===== config.mk =====
export PLATFORM = sky130hd
export DESIGN_NAME = mem_port_arbiter
export DESIGN_NICKNAME = d
export VERILOG_FILES = /design/src/rtl/mem_port_arbiter_pkg.sv /design/src/rtl/mem_port_arbiter_rr2.sv /design/src/rtl/mem_port_arbiter.sv
export SDC_FILE = /design/constraint.sdc
export NUM_CORES = 1
export LEC_CHECK = 0
export CORE_MARGIN = 5
export CORE_UTILIZATION = 39
export DETAILED_ROUTE_END_ITERATION = 6
export HOLD_SLACK_MARGIN = 0.02
export PLACE_DENSITY = 0.85
export SETUP_SLACK_MARGIN = 0.2
export SYNTH_ARGS = -nofsm -noshare
export SYNTH_HDL_FRONTEND = slang
export SYNTH_SLANG_ARGS = --single-unit

===== constraint.sdc =====
create_clock -name clk -period 2 [get_ports clk]
set_clock_uncertainty 0.15 [all_clocks]
set_input_delay 0.4 -clock clk [delete_from_list [all_inputs] [get_ports clk]]
set_output_delay 0.4 -clock clk [all_outputs]
set_load 0.03 [all_outputs]

===== src/rtl/mem_port_arbiter_pkg.sv =====
// Shared definitions for the memory port arbiter: FSM state encoding,
// requester IDs (which double as mem_sel values) and the fetch beat count.
package mem_port_arbiter_pkg;

  typedef enum logic [1:0] {
    IDLE    = 2'd0,
    IF_LO   = 2'd1,
    IF_HI   = 2'd2,
    LS_BEAT = 2'd3
  } state_t;

  localparam logic REQ_IF = 1'b0;
  localparam logic REQ_LS = 1'b1;

  localparam int FETCH_BEATS = 2;

endpackage


===== src/rtl/mem_port_arbiter_rr2.sv =====
// Two-way round-robin picker: a lone request wins, a tie goes to the
// requester that did not win last time. Winner is one-hot, indexed by REQ_* id.
module arb_rr2
  import mem_port_arbiter_pkg::*;
(
  input  logic       req_if,
  input  logic       req_ls,
  input  logic       last_winner,
  output logic [1:0] winner
);

  always_comb begin
    winner = 2'b00;
    if (req_if && req_ls) begin
      winner = (last_winner == REQ_LS) ? 2'b01 : 2'b10;
    end else if (req_if) begin
      winner = 2'b01;
    end else if (req_ls) begin
      winner = 2'b10;
    end
  end

endmodule


===== src/rtl/mem_port_arbiter.sv =====
// Shares one 8-bit memory port between instruction fetch (two beats) and
// load/store (one beat). Optional per-beat timeout enabled by ARB_TIMEOUT_EN.
module mem_port_arbiter
  import mem_port_arbiter_pkg::*;
#(
  parameter int AW          = 8,
  parameter int TIMEOUT_CYC = 15
) (
  input  logic          clk,
  input  logic          rst,
  input  logic          if_req,
  input  logic [AW-1:0] if_addr,
  output logic          if_gnt,
  output logic          if_done,
  output logic [15:0]   if_instr,
  input  logic          ls_req,
  input  logic          ls_we,
  input  logic [AW-1:0] ls_addr,
  input  logic [7:0]    ls_wdata,
  output logic          ls_gnt,
  output logic          ls_done,
  output logic [7:0]    ls_rdata,
  output logic          mem_sel,
  output logic          mem_req,
  output logic          mem_we,
  output logic [AW-1:0] mem_addr,
  output logic [7:0]    mem_wdata,
  input  logic [7:0]    mem_rdata,
  input  logic          mem_ready,
  output logic          err
);

  // The high instruction byte sits one address above the low byte.
  localparam logic [AW-1:0] HI_OFS = AW'(FETCH_BEATS - 1);

  state_t          state, state_n;
  logic            last_winner, last_winner_n;
  logic [1:0]      winner;
  logic            abort;
  logic            if_gnt_n, if_done_n, ls_gnt_n, ls_done_n;
  logic            mem_sel_n, mem_req_n, mem_we_n;
  logic [15:0]     if_instr_n;
  logic [7:0]      ls_rdata_n, mem_wdata_n;
  logic [AW-1:0]   mem_addr_n;

  arb_rr2 u_rr (
    .req_if      (if_req),
    .req_ls      (ls_req),
    .last_winner (last_winner),
    .winner      (winner)
  );

`ifdef ARB_TIMEOUT_EN
  localparam int CW = $clog2(TIMEOUT_CYC + 1);
  logic [CW-1:0] tmo_cnt;

  // Counts idle cycles of the current beat; a beat starts at grant or on mem_ready.
  always_ff @(posedge clk) begin
    if (rst || state == IDLE || mem_ready) begin
      tmo_cnt <= '0;
    end else begin
      tmo_cnt <= tmo_cnt + 1'b1;
    end
  end

  assign abort = (state != IDLE) && !mem_ready && (tmo_cnt == CW'(TIMEOUT_CYC - 1));

  always_ff @(posedge clk) begin
    if (rst) begin
      err <= 1'b0;
    end else begin
      err <= abort;
    end
  end
`else
  assign abort = 1'b0;
  assign err   = 1'b0;
`endif

  always_comb begin
    state_n       = state;
    last_winner_n = last_winner;
    if_gnt_n      = if_gnt;
    ls_gnt_n      = ls_gnt;
    if_done_n     = 1'b0;
    ls_done_n     = 1'b0;
    if_instr_n    = if_instr;
    ls_rdata_n    = ls_rdata;
    mem_sel_n     = mem_sel;
    mem_req_n     = mem_req;
    mem_we_n      = mem_we;
    mem_addr_n    = mem_addr;
    mem_wdata_n   = mem_wdata;
    unique case (state)
      IDLE: begin
        if (winner[REQ_IF]) begin
          state_n       = IF_LO;
          last_winner_n = REQ_IF;
          if_gnt_n      = 1'b1;
          mem_req_n     = 1'b1;
          mem_sel_n     = REQ_IF;
          mem_we_n      = 1'b0;
          mem_addr_n    = if_addr;
        end else if (winner[REQ_LS]) begin
          state_n       = LS_BEAT;
          last_winner_n = REQ_LS;
          ls_gnt_n      = 1'b1;
          mem_req_n     = 1'b1;
          mem_sel_n     = REQ_LS;
          mem_we_n      = ls_we;
          mem_addr_n    = ls_addr;
          mem_wdata_n   = ls_wdata;
        end
      end
      IF_LO, IF_HI: begin
        if (mem_ready && state == IF_LO) begin
          if_instr_n[7:0] = mem_rdata;
          mem_addr_n      = mem_addr + HI_OFS;
          state_n         = IF_HI;
        end else if (mem_ready || abort) begin
          if_instr_n[15:8] = mem_rdata;
          if (abort) if_instr_n = 16'h0000;
          if_done_n = 1'b1;
          if_gnt_n  = 1'b0;
          mem_req_n = 1'b0;
          state_n   = IDLE;
        end
      end
      LS_BEAT: begin
        // A timeout reports a load result of zero.
        if (mem_ready || abort) begin
          if (abort) begin
            ls_rdata_n = 8'h00;
          end else if (!mem_we) begin
            ls_rdata_n = mem_rdata;
          end
          ls_done_n = 1'b1;
          ls_gnt_n  = 1'b0;
          mem_req_n = 1'b0;
          mem_we_n  = 1'b0;
          state_n   = IDLE;
        end
      end
      default: state_n = IDLE;
    endcase
  end

  always_ff @(posedge clk) begin
    if (rst) begin
      state       <= IDLE;
      last_winner <= REQ_LS;
      if_gnt      <= 1'b0;
      if_done     <= 1'b0;
      if_instr    <= 16'h0000;
      ls_gnt      <= 1'b0;
      ls_done     <= 1'b0;
      ls_rdata    <= 8'h00;
      mem_sel     <= 1'b0;
      mem_req     <= 1'b0;
      mem_we      <= 1'b0;
      mem_addr    <= '0;
      mem_wdata   <= 8'h00;
    end else begin
      state       <= state_n;
      last_winner <= last_winner_n;
      if_gnt      <= if_gnt_n;
      if_done     <= if_done_n;
      if_instr    <= if_instr_n;
      ls_gnt      <= ls_gnt_n;
      ls_done     <= ls_done_n;
      ls_rdata    <= ls_rdata_n;
      mem_sel     <= mem_sel_n;
      mem_req     <= mem_req_n;
      mem_we      <= mem_we_n;
      mem_addr    <= mem_addr_n;
      mem_wdata   <= mem_wdata_n;
    end
  end

endmodule


==> run summary <==
The flow ran to the end, and the final reports show no timing, DRC or antenna violations. The floorplan has 27 rows. Setup repair after global routing could not meet its margin everywhere. The number of antenna violations at the first check in global routing was 0. In this run the remaining antenna-violating nets after routing total 0.

For this design, the slowest cell found on the critical path is sky130_fd_sc_hd__dfxtp_4. The number of buffer and inverter instances along the worst setup path is 2. The number of H-tree levels is 2. The number of buffers inserted by hold repair at cts came out at 0.

The worst setup path is captured at a flop. The final number of max-transition violations was 0. For this run, the total global-route usage over all layers was measured as 0.190.

The net count of the finished layout is around 430. The kind of critical path is flop to flop. The fmax is 560 MHz.

The top cell family by delay on the critical path is compound AO/OA/AOI/OAI gates. In this run, the number of DRC markers left after iteration 0 of detailed routing was 148. Data on the critical path arrives at its endpoint at ~1800 ps.

The worst path needs 1790 ps of the cycle, external delays included. The top-level port count came out at 86. The final number of setup-violating endpoints is 0. The area of placed instances is 3320 um2. The total power draw came out at 2.87 mW. The setup slack at placement came out at -159 ps. The power per cell area came out at 834 nW/um2.

The overall die width is about 86 um. The share of async-settable or async-resettable flops after synthesis is 0. The number of global-route vias before repair is between 2000 and 2500.

The delay of the slowest cell on the worst path is ~390 ps. The antenna diode instance count is 0. The fill cell total of the finished layout came out at roughly 500. Measured along the y axis, the die boundary spans between 80 and 90 um. The root buffer cell is sky130_fd_sc_hd__clkbuf_8.

Counting every sink on the clock net gives 50. The total of max-cap violations came out at 0. Compared with the post-synthesis result, the final layout area differs by 52.0%. The full die area came out at roughly 7400 um2. The placeable core region came out at 5570 um2. The final RePlAce weighted congestion came out at between 0.8 and 0.9.

Data on the critical path is required at its endpoint by between 2000 and 2500 ps. TritonCTS built the clock tree. The routed wire length on met3 is ~570 um. The signal on the critical path passes through inv_4 -> ha_4 -> buf_4 -> a211oi_1 -> a211oi_1 -> o221a_2. In this run the worst hold path is classified as flop to flop. The total non-filler cell area in the finished layout came out at 3440 um2. The detail-routed via count per cell is ~5.2. After detailed routing, the average wire length per cell comes to ~15 um.

The pin count of the biggest net entering global routing is 29. Synthesis produced a netlist with a net count of between 300 and 400. The clock latency of the later-clocked register in the worst-skew pair came out at 300 ps. The sum of net half-perimeters after detailed placement came out at between 5 and 6 mm. The post-synthesis cell area is 2260 um2. For this run, the leading register cell type out of synthesis is sky130_fd_sc_hd__dfxtp_1. The global-route wire length before repair is 11.2 mm. The worst setup path is launched from a flop. After detailed routing, the number of remaining DRC violations is 0. The cell that appears most often on the critical path is sky130_fd_sc_hd__a211oi_1.

The total grt overflow is 0. The final setup slack of the worst path is around 210 ps. The cell count after synthesis is approximately 280. In this run the static leakage power is ~1.5 nW.

Of the synthesized area, sequential elements account for 0.442. In the finished design, the share of the clock period the worst path needs comes to 0.893. The total wire length came out at ~7 mm. The synthesized flop and latch total is 50. The first-pass detailed-route iteration total came out at 4.

Clock-pin slew was measured on the worst setup and hold paths at 90 ps. The clock passes through at most 2 buffers. The synthesized netlist contains 41 unique library cells.

The effective utilization at floorplan came out at 0.406. The largest driver fanout on the critical path came out at 15. The via count of the routed design came out at around 2400.

The total number of yosys warnings is 0. The maximum vdd drop is just under 0.0006 V. The share of cells above drive strength 1 is 0.155.

The number of hold violations in the final report is 0. The TritonCTS buffer count came out at 5. Input and output buffers added on the ports amount to 84.

Signal routing reaches up to met4. Buffers added to address setup during post-CTS repair amount to 0. The mean post-synth cell area came out at between 7 and 8 um2. The total negative slack for setup checks is 0 ps.

The met1 routed wirelength after detailed routing came out at ~2.8 mm. Detailed routing placed a total of 3.51 mm of wire on met2. The number of synthesized flops with an enable pin is 0.
path summary, 6_finish.rpt:
path                      from           end  slack, ps  cells after the start
setup / recovery      state[1]   mem_addr[5]        210                      6
hold / removal    mem_wdata[5]  mem_wdata[5]        310                      2
setup reg to reg      state[1]   mem_addr[5]        210                      6
hold reg to reg   mem_wdata[5]  mem_wdata[5]        310                      2
report_power, final:
part | total (mW) | internal [mW] | switching (mW)
logic | 1.07 | 0.458 | 0.609
clock network | 0.609 | 0.253 | 0.356
registers | 1.19 | 1.10 | 0.0941
cells in the final DEF, fill, tap and decap left out, drive strengths merged, types with 2 or more instances in the layout:
master	synthesis	final
nand3	11	11
a21oi	44	44
inv	3	4
dlygate4sd2	0	46
a21boi	3	3
clkdlybuf4s50	0	34
dfxtp	50	50
nand2b	3	3
nand2	76	76
a211oi	6	6
nor2	17	17
nor3	2	2
and3	7	7
o21ai	7	7
clkbuf	10	5
a211o	2	3
o221a	2	2
or2	2	2
clkinv	1	2
a311oi	2	2
and4	4	4
clkdlybuf4s15	0	2
o211ai	2	2
ha	6	6
o31ai	2	2
buf	8	31
registers in the layout, summed over array words and instances (netlist names):
register	flops
state	2
mem_wdata	8
last_winner	1
if_instr	16
mem_sel	1
mem_addr	8
if_gnt	1
ls_gnt	1
mem_we	1
mem_req	1
ls_rdata	8
ls_done	1
if_done	1
synth_stat cells (all sizes together), types with 2 or more instances:
library cell  instances  share of area
a211o                 2         0.0077
nand3                11          0.024
nor3                  2         0.0044
and3                  7          0.019
nand2                76           0.13
or2                   2         0.0055
o21ai                 7          0.015
a21oi                44          0.097
o211ai                2         0.0066
and4                  4          0.015
ha                    6          0.033
nor2                 17          0.028
dfxtp                50           0.44
o31ai                 2         0.0066
a21boi                3          0.010
a211oi                6          0.022
clkbuf               10          0.017
o221a                 2          0.010
nand2b                3          0.012
inv                   3         0.0050
a311oi                2         0.0077
buf                   8          0.024
layer usage:
metal,up-vias,track usage
met5,-,0
met2,99,0.323
met3,9,0.0509
met4,0,0.0547
li1,1187,-
met1,1107,0.234
final cells by class:
type	instances	area (um2)	share of cell area
Sequential cell	50	1010	0.292
Inverter	4	17.5	0.00509
Tap cell	72	90.1	0.0262
Clock buffer	5	68.8	0.0200
Multi-Input combinational cell	212	1220	0.355
Timing Repair Buffer	114	1010	0.294
Clock inverter	3	25.0	0.00728
cells by family (layout without fill, tap and decap cells):
logic type / Yosys count / in the layout / synth area share
AND/OR/NAND/NOR: 128 / 128 / 0.261
AO/OA/AOI/OAI: 75 / 76 / 0.210
flip-flops: 50 / 50 / 0.442
buffers and inverters: 22 / 126 / 0.0481
XOR/XNOR: 1 / 1 / 0.00387
other: 1 / 1 / 0.00166
adder cells (fa/ha/maj): 6 / 6 / 0.0332
per-stage QoR:
step	hold slack (ps)	util	instances
detailed placement	298	0.596	451
global placement	292	0.596	451
finish	305	0.617	460
CTS	308	0.609	460
global route	328	0.617	460
floorplan	328	-	283
repair_timing:
item | CTS | global route
resized for setup | 54 | 13
setup endpoints to repair | 65 | 23
gates cloned | 1 | 0
pin swaps | 1 | 1
worst register-to-register path, stage by stage (launching register included):
cell	delay [ps]
sky130_fd_sc_hd__dfxtp_4	390
sky130_fd_sc_hd__inv_4	50
sky130_fd_sc_hd__ha_4	260
sky130_fd_sc_hd__buf_4	210
sky130_fd_sc_hd__a211oi_1	280
sky130_fd_sc_hd__a211oi_1	100
sky130_fd_sc_hd__o221a_2	250
(Power assumes the default switching activity.)
